$ cat src/rtl/in_register.sv
// Dual-operand parallel-in/serial-out register feeding a bit-serial adder.
// Latency: bit k valid k+1 cycles after the accepting edge; done pulses WIDTH+1 cycles after it.
// Backpressure: hold freezes the whole shift sequence in place; start is ignored while busy.
//
// Ports:
//   clk, rst        rising-edge clock, asynchronous active-high reset
//   start           load request, accepted only when idle
//   hold            stall request, freezes shifting while busy
//   a, b            operands, sampled on the accepting edge only
//   a_inbit/b_inbit current serial bit pair (0 when bit_valid is low)
//   bit_valid       serial pair carries operand bits
//   first_bit       pair is bit 0 (adder clears its carry)
//   last_bit        pair is bit WIDTH-1 (adder closes its carry chain)
//   bit_index       index of the current pair, 0 when idle
//   busy            transfer in progress
//   done            one-cycle pulse in the cycle after the last pair

module in_register #(
    parameter  int WIDTH = 4,
    localparam int CW    = $clog2(WIDTH + 1)
) (
    input  logic             clk,
    input  logic             rst,
    input  logic             start,
    input  logic             hold,
    input  logic [WIDTH-1:0] a,
    input  logic [WIDTH-1:0] b,
    output logic             a_inbit,
    output logic             b_inbit,
    output logic             bit_valid,
    output logic             first_bit,
    output logic             last_bit,
    output logic [CW-1:0]    bit_index,
    output logic             busy,
    output logic             done
);

    if (WIDTH < 1 || WIDTH > 32) begin : g_bad_width
        $error("in_register: WIDTH must be in 1..32");
    end

    typedef enum logic {
        IDLE  = 1'b0,
        SHIFT = 1'b1
    } state_t;

    // cnt holds the index of the next pair to present; reaching WIDTH means
    // every pair has been shown and the next unheld edge closes the transfer.
    localparam logic [CW-1:0] LAST_IDX = CW'(WIDTH - 1);
    localparam logic [CW-1:0] CNT_END  = CW'(WIDTH);

    state_t           state_q,     state_d;
    logic [WIDTH-1:0] a_sh_q,      a_sh_d;
    logic [WIDTH-1:0] b_sh_q,      b_sh_d;
    logic [CW-1:0]    cnt_q,       cnt_d;
    logic             a_inbit_q,   a_inbit_d;
    logic             b_inbit_q,   b_inbit_d;
    logic             bit_valid_q, bit_valid_d;
    logic             first_bit_q, first_bit_d;
    logic             last_bit_q,  last_bit_d;
    logic [CW-1:0]    bit_index_q, bit_index_d;
    logic             done_q,      done_d;

    always_comb begin
        state_d     = state_q;
        a_sh_d      = a_sh_q;
        b_sh_d      = b_sh_q;
        cnt_d       = cnt_q;
        a_inbit_d   = a_inbit_q;
        b_inbit_d   = b_inbit_q;
        bit_valid_d = bit_valid_q;
        first_bit_d = first_bit_q;
        last_bit_d  = last_bit_q;
        bit_index_d = bit_index_q;
        done_d      = 1'b0;

        case (state_q)
            IDLE: begin
                // Serial outputs are already zero here: they are cleared on
                // the closing edge and by reset, so only start matters.
                if (start) begin
                    a_inbit_d   = a[0];
                    b_inbit_d   = b[0];
                    a_sh_d      = a >> 1;
                    b_sh_d      = b >> 1;
                    bit_valid_d = 1'b1;
                    first_bit_d = 1'b1;
                    last_bit_d  = (WIDTH == 1);
                    bit_index_d = '0;
                    cnt_d       = CW'(1);
                    state_d     = SHIFT;
                end
            end

            SHIFT: begin
                // hold keeps every register, including the closing edge, so a
                // stall anywhere simply stretches the sequence by one cycle.
                if (!hold) begin
                    if (cnt_q != CNT_END) begin
                        a_inbit_d   = a_sh_q[0];
                        b_inbit_d   = b_sh_q[0];
                        a_sh_d      = a_sh_q >> 1;
                        b_sh_d      = b_sh_q >> 1;
                        bit_index_d = cnt_q;
                        first_bit_d = 1'b0;
                        last_bit_d  = (cnt_q == LAST_IDX);
                        cnt_d       = cnt_q + CW'(1);
                    end else begin
                        a_inbit_d   = 1'b0;
                        b_inbit_d   = 1'b0;
                        bit_valid_d = 1'b0;
                        first_bit_d = 1'b0;
                        last_bit_d  = 1'b0;
                        bit_index_d = '0;
                        cnt_d       = '0;
                        done_d      = 1'b1;
                        state_d     = IDLE;
                    end
                end
            end

            default: begin
                state_d = IDLE;
            end
        endcase
    end

    always_ff @(posedge clk or posedge rst) begin
        if (rst) begin
            state_q     <= IDLE;
            a_sh_q      <= '0;
            b_sh_q      <= '0;
            cnt_q       <= '0;
            a_inbit_q   <= 1'b0;
            b_inbit_q   <= 1'b0;
            bit_valid_q <= 1'b0;
            first_bit_q <= 1'b0;
            last_bit_q  <= 1'b0;
            bit_index_q <= '0;
            done_q      <= 1'b0;
        end else begin
            state_q     <= state_d;
            a_sh_q      <= a_sh_d;
            b_sh_q      <= b_sh_d;
            cnt_q       <= cnt_d;
            a_inbit_q   <= a_inbit_d;
            b_inbit_q   <= b_inbit_d;
            bit_valid_q <= bit_valid_d;
            first_bit_q <= first_bit_d;
            last_bit_q  <= last_bit_d;
            bit_index_q <= bit_index_d;
            done_q      <= done_d;
        end
    end

    assign a_inbit   = a_inbit_q;
    assign b_inbit   = b_inbit_q;
    assign bit_valid = bit_valid_q;
    assign first_bit = first_bit_q;
    assign last_bit  = last_bit_q;
    assign bit_index = bit_index_q;
    assign busy      = (state_q == SHIFT);
    assign done      = done_q;

endmodule

$ cat config.mk
export PLATFORM = sky130hd
export DESIGN_NAME = in_register
export DESIGN_NICKNAME = d
export VERILOG_FILES = /design/src/rtl/in_register.sv
export SDC_FILE = /design/constraint.sdc
export NUM_CORES = 1
export LEC_CHECK = 0
export CORE_MARGIN = 3
export CORE_UTILIZATION = 46
export CTS_CLUSTER_DIAMETER = 100
export CTS_CLUSTER_SIZE = 8
export DETAILED_ROUTE_END_ITERATION = 6
export PLACE_DENSITY = 0.79
export SLEW_MARGIN = 20
export SYNTH_ARGS = -nofsm -noshare
export SYNTH_HDL_FRONTEND = slang
export SYNTH_SLANG_ARGS = --single-unit
export TNS_END_PERCENT = 100
$ cat constraint.sdc
create_clock -name clk -period 1.5 [get_ports clk]
set_input_delay 0.3 -clock clk [delete_from_list [all_inputs] [get_ports clk]]
set_output_delay 0.3 -clock clk [all_outputs]
set_load 0.01 [all_outputs]
## Word-level counts from Yosys, hierarchy flattened

Cells that the tools add are included.

| word-level totals | value |
|---|---|
| word-level logic and storage cells | 63 |
| output and inout bits | 10 |
| register bits | 21 |

| operators by class | value |
|---|---|
| add/sub/neg operators | 1 |
| equality and inequality tests | 6 |
| reduce and logical (&&, ||, !) cells | 3 |
| multiplexer cells | 41 |
| bitwise operators | 1 |

Operators by type and width:

| operator | count |
|---|---|
| 2-to-1 mux 4 bit | 6 |
| 2-to-1 mux 1 bit | 19 |
| 2-to-1 mux 3 bit | 6 |
| one-hot mux 4 bit (2 select lines) | 2 |
| one-hot mux 1 bit (2 select lines) | 6 |
| one-hot mux 3 bit (2 select lines) | 2 |
| inequality test 2 bit (second input constant) | 3 |
| AND reduction 3 bit | 2 |
| adder 3 x 1 -> 3 bit (second input constant) | 1 |
| == test 3 x 2 -> 1 bit (second input constant) | 1 |
| inequality test 3 bit (second input constant) | 1 |
| inequality test 2 x 1 -> 1 bit (second input constant) | 1 |
| AND reduction 2 bit | 1 |
| NOT 1 bit | 1 |

## Depth between registers and ports, before layout

Gate-level depths: netlist of the first run.

| logic depth | value |
|---|---|
| depth in word-level cells | 4 |
| mapped depth | 5 |
| mapped depth without buffers | 5 |

## Worst setup path before layout of the first run

OpenSTA, ideal clock, no wires.

| path | value |
|---|---|
| path kind | register to register |
| from | register cnt_q[0] |
| to | register a_sh_q[1] |
| required time | 1.377 ns |
| arrival time | 1.200 ns |
| slack | 0.177 ns |
| stages on the path, launching flop included | 6 |
| setup time | 0.123 ns |
| path buffers | 0 |
| cell sequence | dfrtp_1 > inv_1 > ha_1 > nand2_1 > a221o_1 > o221a_2 |

| between the ends | value |
|---|---|
| longest elaborated chain between the ends | 3 |

Ends and longest elaborated chain:

| item | RTL line | source |
|---|---|---|
| start, declared | 55 | `logic [CW-1:0] cnt_q, cnt_d;` |
| start signal, assigned | 145 | `cnt_q <= cnt_d;` |
| inequality test 3 bit | 99 | `if (cnt_q != CNT_END) begin` |
| inequality test 2 x 1 -> 1 bit (no line) | - |  |
| AND reduction 3 bit (no line) | - |  |
| end signal, assigned | 143 | `a_sh_q <= a_sh_d;` |
| end, declared | 53 | `logic [WIDTH-1:0] a_sh_q, a_sh_d;` |

Every way passes these cells.
A chain may end at the register's enable or synchronous reset.

## Worst setup path after layout of the first run

| path | value |
|---|---|
| from | register cnt_q[1] |
| to | register a_sh_q[1] |

Same word-level chain as after synthesis.

==> results of run 1 <==
-- through the flow --
stage | cell area, um2 | utilization | hold WS, ns | power, mW
final | 1207 | 0.7412 | 0.3208 | 2.004
after detailed placement | 1164 | 0.7143 | 0.4942 | 1.803
after global placement | 1164 | 0.7143 | 0.4765 | 1.783
after global routing | 1207 | 0.7412 | 0.3401 | 2.187
after floorplan | 857.1 | - | 0.2511 | 1.357
after CTS | 1192 | 0.7320 | 0.3179 | 2.034
-- sequential cells by signal (all words and copies together) (netlist names) --
name / cells
a_inbit: 1
a_sh_q: 3
b_inbit: 1
b_sh_q: 3
bit_index: 3
bit_valid: 1
busy: 1
cnt_q: 3
done: 1
first_bit: 1
last_bit: 1
-- area by class of cell --
cell class,instances,area (um2),area share
clock buffer,4,26.28,0.02176
inverter,7,26.28,0.02176
multi-input combinational,48,341.6,0.2829
sequential,19,476.7,0.3948
tap,24,30.03,0.02487
timing repair buffer,33,306.5,0.2539
-- cell families after synthesis --
logic type / count (synthesis) / share of synthesized area
simple gates: 24 / 0.1387
compound gates: 21 / 0.2131
flops: 19 / 0.5547
buf+inv: 9 / 0.04963
fa+ha+maj: 3 / 0.04380
-- layout by cell type, fill, tap and decap left out, types with 2 or more instances in the layout --
master                            synthesis  layout
sky130_fd_sc_hd__nor2_1                   8       8
sky130_fd_sc_hd__clkbuf_4                 0       3
sky130_fd_sc_hd__dfrtp_1                 19      18
sky130_fd_sc_hd__a221oi_1                 2       2
sky130_fd_sc_hd__a22o_1                   4       4
sky130_fd_sc_hd__nand2_1                  9       8
sky130_fd_sc_hd__dlymetal6s2s_1           0       5
sky130_fd_sc_hd__clkdlybuf4s50_1          0      11
sky130_fd_sc_hd__dlygate4sd2_1            0       5
sky130_fd_sc_hd__inv_1                    7       7
sky130_fd_sc_hd__a211oi_1                 2       2
sky130_fd_sc_hd__a221o_1                  4       4
sky130_fd_sc_hd__ha_1                     3       3
sky130_fd_sc_hd__buf_4                    0      12
sky130_fd_sc_hd__o221a_2                  2       2
sky130_fd_sc_hd__o21ai_0                  2       2
-- power by group through the flow --
stage / Sequential, mW / Combinational (mW) / Clock [mW]
finish: 0.851 / 0.906 / 0.248
global route: 0.888 / 1.01 / 0.285
CTS: 0.852 / 0.921 / 0.261
detailed placement: 0.873 / 0.930 / 0
global placement: 0.866 / 0.918 / 0
floorplan: 0.904 / 0.454 / 0
-- worst max-delay path: cells and delay by family, from the launching register on --
family | cells | cell delay, ns
AO/OA/AOI/OAI | 2 | 0.47
adder cells (fa/ha/maj) | 1 | 0.22
buffers and inverters | 1 | 0.07
flip-flops | 1 | 0.43
AND/OR/NAND/NOR | 1 | 0.12
-- final timing paths --
path | start | endpoint | slack (ns) | cells after the start
max in group asynchronous | rst | busy | 0.97 | 3
max | cnt_q[1] | a_sh_q[1] | 0.09 | 5
min reg2reg | bit_valid | bit_valid | 0.51 | 2
max reg2reg | cnt_q[1] | a_sh_q[1] | 0.09 | 5
min in group clk | bit_valid | bit_valid | 0.51 | 2
min | rst | bit_index[2] | 0.32 | 3
-- routing by layer --
metal  wire length [um]  track usage  share of wire  vias up
met5                  0            0              0        -
met4                 29      0.08057          0.016        0
met3                102      0.02752          0.057        3
met2                853       0.2768           0.47       27
met1                818       0.2347           0.45      329
li1                   -            -              -      344
-- repair_timing --
item / in CTS / in global routing
setup endpoints to repair: 6 / 9
gates resized for setup: 6 / 6
setup buffers: 1 / 0
pin swaps: 0 / 0
==> impl_metrics.tcl, run 1 <==
set metrics [dict create \
    outcome "finished clean" \
    synth_cell_type_count 25 \
    routabilityCongestion 0.8668 \
    final-max-slew-violation-count 0 \
    die-area_um2 2417 \
    syn2layout_area_growth_pct 40.88 \
    grt_first_pass_wirelength_um 3236 \
    post-synth-top-count-cell "sky130_fd_sc_hd__dfrtp_1" \
    critical_path.max_stage_delay_ns 0.43 \
    maxSlewHeadroom 0.7790 \
    core_region_area_um2 1629 \
    clock_tree_from_tritoncts "yes" \
    path_clk_slew_ns 0.10 \
    syn_avg_cell_area_um2 11.28 \
    synthesis.yosys.warnings 0 \
    hold_path_class "input port to asynchronous set/reset pin" \
    seq_power_share 0.424 \
    route.detailed.wl_per_inst_um 13.36 \
    postSynthRegisterBits 19 \
    clkSinkCount 19 \
    drt_drc_violations_left 0 \
    drt-initial-drc-count 9 \
    die_x_um 49.17 \
    mappedNetlistArea_um2 857.1 \
    synth.area.top_cells "sky130_fd_sc_hd__dfrtp_1 (55%), sky130_fd_sc_hd__a221o_1 (4.7%), sky130_fd_sc_hd__ha_1 (4.4%), sky130_fd_sc_hd__a22o_1 (4.1%), sky130_fd_sc_hd__nand2_1 (3.9%)" \
    post_synth_inst_count 76 \
    peakVddDrop_mv 1.285 \
    worst_slack_ns 0.09100 \
    criticalPathCategory "flop to flop" \
    grt_antenna_before_repair 0 \
    num_io_pins 22 \
    switching_power_mw 0.6778 \
    syn_nets 91 \
    drv.max_cap_violation_count 0 \
    worst-slew-pin-transition_ns 0.3303 \
    post-route-period-util 0.9393 \
    detailroute.via_count 703 \
    drt_pass1_iterations 4 \
    initial_utilization 0.5261 \
    synth_top_cell_area_share 0.5547 \
    congestion_overflow_gr 0 \
    place.detailed.hpwl_um 1349 \
    synth.yosys.seq_area_share 0.5547 \
    power_density_nw_per_um2 1660 \
    timing.critical_path.arrival_ns 1.60 \
    number_of_flops_mapped_to_enable_cells_by_yosys 0 \
    critPathCaptureType "flop" \
    drt-vias-per-instance 5.207 \
    setup_total_negative_slack_ns 0 \
    finalNetCount 127 \
    share_of_cells_above_drive_strength_1 0.2252 \
    fill_cells 139 \
    cts.hold.buffers_added 0 \
    critPathLaunchType "flop" \
    grt_start_max_net_pins 20 \
    worstPathRequired_ns 1.69 \
    ys_async_sr_fraction 1.000 \
    antennaDiodeCount 0 \
    detailedPlace.worstSlack_ns -0.1767 \
    port_buffers 21 \
    die_height_um 49.17 \
    timing.critical_path.cells "inv_1 -> ha_1 -> nand2_2 -> a221o_1 -> o221a_2" \
    final_cell_count_no_fill 135 \
    h-tree-depth 1 \
    synth.top_cells.by_count "sky130_fd_sc_hd__dfrtp_1 (19), sky130_fd_sc_hd__nand2_1 (9), sky130_fd_sc_hd__nor2_1 (8)" \
    pint_mw 1.327 \
    via_count_of_the_first_global_routing_pass 726 \
    max_freq_mhz 709.7 \
    detail_route.wirelength_um 1803 \
    post-synth-top-area-cell "sky130_fd_sc_hd__dfrtp_1" \
    finalSetupViolCount 0 \
    route.antenna.remaining_nets 0 \
    grt_usage 0.1752 \
    share_clk_of_total_power 0.124 \
    swShare 0.3382 \
    slowest_stage "sky130_fd_sc_hd__dfrtp_1" \
    cellLeakagePower_nw 0.6249 \
    timing_hold_violations_final 0 \
    core.rowCount 14 \
    cts_max_path_buffers 2 \
    comb_power_share 0.452 \
    placed_cells_incl_taps 130 \
    final.min_clock_period_ns 1.409 \
    worstPathMaxFanout 6 \
    clock_tree.root_cell "sky130_fd_sc_hd__clkbuf_4" \
    cts-buffers-inserted 3 \
    dominantRegCellSynth "sky130_fd_sc_hd__dfrtp_1" \
    fin_worst_skew_ns 0.001257 \
    clock_insertion_delay_worst_skew_ns 0.29 \
]
(Power assumes the default switching activity.)
==> run 2, diff against run 1 <==
--- a/config.mk
+++ b/config.mk
@@ -11,6 +11,7 @@
 export CTS_CLUSTER_SIZE = 8
 export DETAILED_ROUTE_END_ITERATION = 6
 export PLACE_DENSITY = 0.79
+export SKIP_LAST_GASP = 1
 export SLEW_MARGIN = 20
 export SYNTH_ARGS = -nofsm -noshare
 export SYNTH_HDL_FRONTEND = slang
==> results of run 2 <==
No change in the layout: final DEF, timing and power equal those of run 1.
